--- config.mk ---
export PLATFORM = sky130hd
export DESIGN_NAME = xc20xx_cfg_loader
export DESIGN_NICKNAME = d
export VERILOG_FILES = /design/src/rtl/xc20xx_cfg_loader.sv
export SDC_FILE = /design/constraint.sdc
export NUM_CORES = 1
export LEC_CHECK = 0
export ABC_AREA = 1
export BUFFER_PORTS_ARGS = -buffer_cell sky130_fd_sc_hd__buf_2
export CORE_ASPECT_RATIO = 0.5
export CORE_MARGIN = 5
export CORE_UTILIZATION = 40
export DETAILED_ROUTE_END_ITERATION = 7
export GPL_ROUTABILITY_DRIVEN = 0
export MAX_ROUTING_LAYER = met4
export PLACE_DENSITY = 0.66
export SETUP_SLACK_MARGIN = 0.5
export SLEW_MARGIN = 20
export SYNTH_ARGS = -nofsm -noshare
export SYNTH_HDL_FRONTEND = slang
export SYNTH_SLANG_ARGS = --single-unit
export TNS_END_PERCENT = 1
--- constraint.sdc ---
create_clock -name K -period 2 [get_ports K]
set_clock_uncertainty 0.05 [all_clocks]
set_input_delay 0.1 -clock K [delete_from_list [all_inputs] [get_ports K]]
set_output_delay 0.1 -clock K [all_outputs]
set_load 0.005 [all_outputs]
--- src/rtl/xc20xx_cfg_loader.sv ---
// rtl/xc20xx_cfg_loader.sv - XC20XX serial configuration receiver
// Parses the header, length count, pad and framed data on DIN and presents each frame on a valid/ready port.
module xc20xx_cfg_loader #(
  parameter int FRAME_BITS = 71,
  parameter int NUM_FRAMES = 46,
  parameter int STOP_BITS  = 3,
  parameter int ADDR_W     = 6
) (
  input  logic                  K,
  input  logic                  RESET_N,
  input  logic                  DIN,
  input  logic                  DIN_EN,
  output logic [FRAME_BITS-1:0] FRAME_DATA,
  output logic [ADDR_W-1:0]     FRAME_ADDR,
  output logic                  FRAME_VALID,
  input  logic                  FRAME_READY,
  output logic [23:0]           LEN_COUNT,
  output logic                  DONE,
  output logic                  ERROR
);

  localparam int CNT_MAX = (FRAME_BITS > 24) ? FRAME_BITS : 24;
  localparam int CNT_W   = $clog2(CNT_MAX);
  localparam logic [CNT_W-1:0]  LEN_LAST  = CNT_W'(23);
  localparam logic [CNT_W-1:0]  PAD_LAST  = CNT_W'(3);
  localparam logic [CNT_W-1:0]  DATA_LAST = CNT_W'(FRAME_BITS - 1);
  localparam logic [CNT_W-1:0]  STOP_LAST = CNT_W'(STOP_BITS - 1);
  localparam logic [ADDR_W-1:0] LAST_ADDR = ADDR_W'(NUM_FRAMES - 1);

  typedef enum logic [3:0] {
    S_HUNT, S_LEN, S_PAD, S_START, S_DATA, S_STOP, S_WAIT_ACC, S_DONE, S_ERR
  } state_t;

  state_t                r_state;
  state_t                w_state_nxt;
  logic [4:0]            r_win;
  logic [4:0]            w_win_nxt;
  logic [CNT_W-1:0]      r_cnt;
  logic [FRAME_BITS-1:0] r_shift;
  logic [FRAME_BITS-1:0] r_fdata;
  logic [ADDR_W-1:0]     r_faddr;
  logic [ADDR_W-1:0]     r_fcnt;
  logic [23:0]           r_len;
  logic                  r_valid;
  logic                  w_acc;
  logic                  w_slot_busy;
  logic                  w_load;

  assign w_win_nxt   = {r_win[3:0], DIN};
  assign FRAME_DATA  = r_fdata;
  assign FRAME_ADDR  = r_faddr;
  assign FRAME_VALID = r_valid;
  assign LEN_COUNT   = r_len;

  always_ff @(posedge K or negedge RESET_N) begin
    if (!RESET_N) r_state <= S_HUNT;
    else          r_state <= w_state_nxt;
  end

  always_comb begin
    w_state_nxt = r_state;
    if (r_state == S_WAIT_ACC) begin
      if (w_acc) w_state_nxt = S_DONE;
    end else if (DIN_EN) begin
      case (r_state)
        S_HUNT:  if (w_win_nxt == 5'b10010) w_state_nxt = S_LEN;
        S_LEN:   if (r_cnt == LEN_LAST) w_state_nxt = S_PAD;
        S_PAD: begin
          if (!DIN)                   w_state_nxt = S_ERR;
          else if (r_cnt == PAD_LAST) w_state_nxt = S_START;
        end
        S_START: w_state_nxt = DIN ? S_ERR : S_DATA;
        S_DATA:  if (r_cnt == DATA_LAST) w_state_nxt = S_STOP;
        S_STOP: begin
          if (!DIN)                        w_state_nxt = S_ERR;
          else if (r_cnt == STOP_LAST) begin
            if (w_slot_busy)               w_state_nxt = S_ERR;
            else if (r_fcnt == LAST_ADDR)  w_state_nxt = S_WAIT_ACC;
            else                           w_state_nxt = S_START;
          end
        end
        default: w_state_nxt = r_state;
      endcase
    end
  end

  always_comb begin
    w_acc       = r_valid & FRAME_READY;
    w_slot_busy = r_valid & ~FRAME_READY;
    w_load      = DIN_EN & DIN & (r_state == S_STOP) & (r_cnt == STOP_LAST) & ~w_slot_busy;
    DONE        = (r_state == S_DONE);
    ERROR       = (r_state == S_ERR);
  end

  // Bit counter restarts on every state change so each field counts from zero.
  always_ff @(posedge K or negedge RESET_N) begin
    if (!RESET_N) begin
      r_cnt   <= '0;
      r_win   <= '0;
      r_len   <= '0;
      r_shift <= '0;
    end else if (DIN_EN) begin
      if (w_state_nxt != r_state)
        r_cnt <= '0;
      else if (r_state inside {S_LEN, S_PAD, S_DATA, S_STOP})
        r_cnt <= r_cnt + 1'b1;
      if (r_state == S_HUNT) r_win   <= w_win_nxt;
      if (r_state == S_LEN)  r_len   <= {r_len[22:0], DIN};
      if (r_state == S_DATA) r_shift <= {r_shift[FRAME_BITS-2:0], DIN};
    end
  end

  // Output slot: an error drops any presented frame for good.
  always_ff @(posedge K or negedge RESET_N) begin
    if (!RESET_N) begin
      r_valid <= 1'b0;
      r_fdata <= '0;
      r_faddr <= '0;
      r_fcnt  <= '0;
    end else begin
      if (w_state_nxt == S_ERR) r_valid <= 1'b0;
      else if (w_load)          r_valid <= 1'b1;
      else if (w_acc)           r_valid <= 1'b0;
      if (w_load) begin
        r_fdata <= r_shift;
        r_faddr <= r_fcnt;
        r_fcnt  <= r_fcnt + 1'b1;
      end
    end
  end

endmodule

Word-level counts from Yosys, hierarchy flattened
Cells that the tools add are included.

Shifts and indexed selects: 0. Div/mod/pow operators: 0. Eq/ne operators: 16. Bitwise logic cells: 8. Multiply operators: 0. Magnitude comparators: 0. Add/subtract/negate cells: 2. Multiplexer cells: 19. Reduce and logical (&&, ||, !) cells: 8.

Operators by type and width (count): $mux 4 (12); $pmux 4 s6 (1); $eq 4x3->1 const B (4); $eq 7x2->1 const B (2); $mux 7 (2); $eq 4x2->1 const B (2); $eq 4x4->1 const B (2); $reduce_and 2->1 (4); $add 7x1->7 const B (1); $eq 7x5->1 const B (1); $eq 7x7->1 const B (1); $add 6x1->6 const B (1); $and 1x1->1 (6); $eq 6x6->1 const B (1); $eq 5x5->1 const B (1); $eq 4x1->1 const B (1); $logic_not 4->1 (1); $ne 4x4->1 (1); $reduce_bool 4->1 (1); $mux 1 (3); $mux 3 (1); $reduce_bool 3->1 (1); $not 1->1 (2); $reduce_bool 2->1 (1).

Bits of input ports: 5. Output and inout port bits: 104. Register bits after elaboration: 194. Bits in writable memories: 0. Bits in read-only memories: 0. Word-level logic and storage cells: 62. Latch bits: 0. Memories: 0.

Longest topological paths before layout
Word-level depth: 11. Mapped depth: 18.

Worst setup path after synthesis
Ideal clock, no wire load.

Kind: register to register. Start point: reg r_cnt[0]. End point: reg r_cnt[3]. Cell stages (with the launch flop): 17. Arrival: 1.688 ns. Clock period less this slack: 1.858 ns. Setup slack: 0.142 ns. Data required time: 1.830 ns. Cells stage by stage: dfrtp_1 > inv_1 > ha_1 > nand2_1 > inv_1 > nand3_1 > nor2_1 > nand2_1 > nand2_1 > nand2_1 > nand2_1 > nand2_1 > nand2_1 > nand3_1 > nand3_2 > nand2_2 > and3_1.

Longest elaborated chain between the ends: 9. Elaborated cells between the ends (all ways): 19. Classes of those cells: add/sub (1); eq/ne (5); mux (11); reduce/logical (2).

Ends and longest elaborated chain: start: declaration (line 38) `logic [CNT_W-1:0] r_cnt;`; start signal: assignment (line 106) `r_cnt <= r_cnt + 1'b1;`; $eq 7x2->1 (on tied branches) (line 76, 70); $mux 4 (on tied branches) (line 76, 70); $mux 4 (on tied branches) (line 75, 69); $pmux 4 s6 (line 65) `case (r_state)`; $mux 4 (line 64) `end else if (DIN_EN) begin`; $mux 4 (line 62) `if (r_state == S_WAIT_ACC) begin`; $ne 4x4->1 (line 103) `if (w_state_nxt != r_state)`; $reduce_bool 2->1 (no line); $reduce_and 2->1 (no line).

Parallel ways exist; a longest one is shown, timed or not. The select of a mux whose other input is x is not followed. A chain may end at the register's enable or synchronous reset.

Worst setup path after layout
Start point: reg r_state[0]. End point: reg r_shift[66].

Longest elaborated chain between the ends: 2.

Ends and longest elaborated chain: start: declaration (line 34) `state_t r_state;`; start signal: assignment (line 57) `else r_state <= w_state_nxt;`; $eq 4x3->1 (line 109) `if (r_state == S_DATA) r_shift <= {r_shift[FRAME_BITS-2:0], DIN};`; $reduce_and 2->1 (no line); end signal: assignment (line 109); end: declaration (line 39) `logic [FRAME_BITS-1:0] r_shift;`.

No other way between the ends.

==> flow_metrics.tcl <==
set metrics [dict create \
    drt-initial-drc-count 224 \
    fmax_ghz 0.4674 \
    unrepaired_setup_endpoints_after_global_routing "true" \
    timing_hold_violations_final 1 \
    final_net_count 922 \
    grt_pass1_wl_um 27190 \
    via_count 5675 \
    synth_cells 803 \
    antenna-diode-count 0 \
    clockBufferDepth 2 \
    cp-startpoint "r_state[0]" \
    critPathKind "reg2reg" \
    critical_path_required_ns 2.22 \
    drt_drc_violations_left 0 \
    placement.cell_area_um2 8673 \
    finalHoldWorstSlack_ns -0.007425 \
    timing.setup.tns_ns -2.054 \
    area_growth_synth_to_finish_pct 31.18 \
    path_buf_inv 2 \
    slew_violations 0 \
    cts_tree "done" \
    finalSetupViolations 31 \
    leakagePower_nw 4.763 \
    floorplan.die_area_um2 22400 \
    synthDistinctLibCells 29 \
    drv_cap 0 \
    worst_skew_pair_latency_ns 0.42 \
    worst_setup_hold_path_clk_slew_ns 0.07 \
    routedWlPerCell_um 13.39 \
    drt-pass1-iter-count 6 \
    pre_cts_ws_ns -0.03511 \
    grt_max_degree 131 \
    cts.sinks 194 \
    crit_path_max_incr_delay_ns 0.48 \
    rows 36 \
    powerDensity_nw_per_um2 749.6 \
    dieWidth_um 206.7 \
    regToRegStartpoint "r_state[0]" \
    antenna_found_initial 0 \
    total_power_mw 7.612 \
    critical_path_arrival_ns 2.36 \
    placeableCoreArea_um2 19230 \
    die_h_um 108.4 \
    critPathMaxFanout 130 \
    class_of_the_tightest_hold_or_removal_check "in2reg" \
    fin_ws_ns -0.1393 \
    worstReg2RegEnd "r_shift[66]" \
    failed_checks "hold timing, setup timing" \
    grt_overflow 0 \
    postCtsHoldBufs 2 \
    clock_tree.root_cell "clkbuf_16" \
    final_antenna_net_count 0 \
    io_pins 109 \
    final.period_utilization_pct 107.0 \
    yosys_register_bits 194 \
    finalInstanceArea_um2 10150 \
    initial_utilization_pct 40.25 \
    timing.critical_path.max_delay_family "simple AND/OR/NAND/NOR gates" \
    vdd_ir_drop_max_mv 0.4485 \
    synth-warning-count 0 \
    critical_path.startpoint_type "register" \
    maxSlewHeadroom_pct 19.89 \
    reg2regPathDepth 5 \
    track_usage_pct 15.29 \
    endpoint "r_shift[66]" \
    routed_wirelength_um 15950 \
    worst_path_depth 5 \
    worstSetupEndpointType "register" \
    critical_path.cell_chain "inv_2 -> nand4_1 -> buf_16 -> nand2_4 -> o21ai_2" \
    ys_seq_area_share_pct 62.71 \
    standard_cell_with_the_maximum_stage_delay_on_the_critical_path "dfrtp_2" \
    minimum_setup_slack_among_reg_to_reg_paths_ns -0.14 \
    layout_min_cycle_time_ns 2.139 \
    synthesis.area_um2 7741 \
    cts_made_buffers 17 \
    mappedNetlistNets 812 \
    timing_worst_slew_pin_value_ns 1.202 \
    routed_via_density 4.765 \
    hpwl_um 10590 \
    final_layout_size_suffix_gt1_share_pct 41.30 \
    cts_htree_levels 4 \
    postSynthAreaPerCell_um2 9.640 \
    grt_pass1_vias 5654 \
    total_of_buffers_placed_on_input_and_output_ports 108 \
    status "complete, but fails checks" \
]
==> final cells by class <==
| class | instances | area [µm²] |
|---|---|---|
| clock buffer | 23 | 467.9 |
| clock inverter | 8 | 103.9 |
| fill | 1704 | 9079 |
| inverter | 101 | 381.6 |
| multi-input combinational | 474 | 3234 |
| sequential | 194 | 4860 |
| tap | 266 | 332.8 |
| timing repair buffer | 125 | 774.5 |
==> cells by family (layout without fill, tap and decap cells) <==
kind of cell | after synthesis | count (layout) | share of synthesized area [%]
buffers and inverters | 135 | 257 | 6.950
adder cells (fa/ha/maj) | 4 | 4 | 0.6465
AND/OR/NAND/NOR | 273 | 273 | 14.76
multiplexers | 21 | 21 | 3.055
AO/OA/AOI/OAI | 168 | 168 | 10.97
XOR/XNOR | 8 | 8 | 0.9052
flip-flops | 194 | 194 | 62.71
==> flip-flops by register name, indices dropped and copies added (netlist names), 4 cells and up <==
register / cells
r_win: 4
FRAME_ADDR: 6
r_cnt: 7
r_shift: 71
LEN_COUNT: 24
r_state: 4
r_fcnt: 6
FRAME_DATA: 71
==> power by group <==
| group | switching (mW) | internal [mW] |
|---|---|---|
| clock | 1.45 | 1.91 |
| sequential | 0.0382 | 3.98 |
| combinational | 0.149 | 0.0874 |
| total | 1.64 | 5.98 |
==> metrics by stage <==
stage          instances  hold WS, ns  util, %
2_1_floorplan        803      -0.2456        -
3_3_place_gp        1157      0.03381    45.10
3_5_place_dp        1157      0.04050    45.10
4_1_cts             1190    -0.004638    52.30
5_1_grt             1191    -0.004904    52.80
6_report            1191    -0.007425    52.80
==> worst register-to-register path, cell delays in order, from the launching register on <==
cell	delay, ns
dfrtp_2	0.48
inv_2	0.17
nand4_1	0.25
buf_16	0.35
nand2_4	0.62
o21ai_2	0.07
==> placed cells by master, fill, tap and decap left out, drive strengths merged, types with 8 or more instances in the layout <==
cell    count
a21oi       9
buf       122
nand3      20
inv       102
clkbuf     24
nor2       32
dfrtp     194
mux2       21
nand2     203
o21ai     157
xor2        8
==> how the worst min path moves through the flow <==
stage	start	cells past startpoint	end	slack [ns]
2_1_floorplan	RESET_N	0	FRAME_ADDR[0]	-0.25
3_3_place_gp	RESET_N	1	r_state[3]	0.03
3_5_place_dp	RESET_N	1	r_state[3]	0.04
4_1_cts	FRAME_READY	4	FRAME_VALID	-0.005
5_1_grt	FRAME_READY	4	FRAME_VALID	-0.005
6_report	FRAME_READY	4	FRAME_VALID	-0.007
==> synth_stat cells <==
library cell | number | share of area [%]
nand3_1 | 18 | 1.2
o21a_1 | 1 | 0.097
nor2_1 | 28 | 1.4
o21ai_1 | 2 | 0.13
nand4_1 | 6 | 0.48
a21o_1 | 1 | 0.097
inv_2 | 4 | 0.19
buf_6 | 2 | 0.29
a21oi_1 | 8 | 0.52
nand2_2 | 2 | 0.16
nor3_1 | 6 | 0.39
nor4_4 | 1 | 0.27
clkbuf_1 | 19 | 0.92
mux2_2 | 21 | 3.1
nor2_4 | 1 | 0.15
nor2_2 | 3 | 0.24
o21ai_0 | 155 | 10
or2_2 | 1 | 0.081
xor2_1 | 8 | 0.91
and3_1 | 1 | 0.081
ha_1 | 4 | 0.65
dfrtp_1 | 194 | 63
nor3_4 | 1 | 0.21
nor4_1 | 2 | 0.16
inv_1 | 97 | 4.7
nand3_2 | 2 | 0.26
a21oi_2 | 1 | 0.11
nand2_1 | 201 | 9.7
buf_2 | 13 | 0.84
==> repair_timing <==
item	4_1_cts	5_1_grt
resized for setup	297	34
pin swaps	66	19
endpoints found under the setup margin	185	196
setup buffers	0	1
hold endpoints to repair	91	1
==> per-layer routing <==
layer  vias to the layer above  part of all wire [%]  track usage (%)
met1                      2782                    44            18.80
met3                        18                   3.0            3.027
li1                       2805                     -                -
met5                         -                     0                -
met4                         0                   1.5            4.524
met2                        70                    51            25.94
Note: power is estimated with default switching activity, not from simulation.
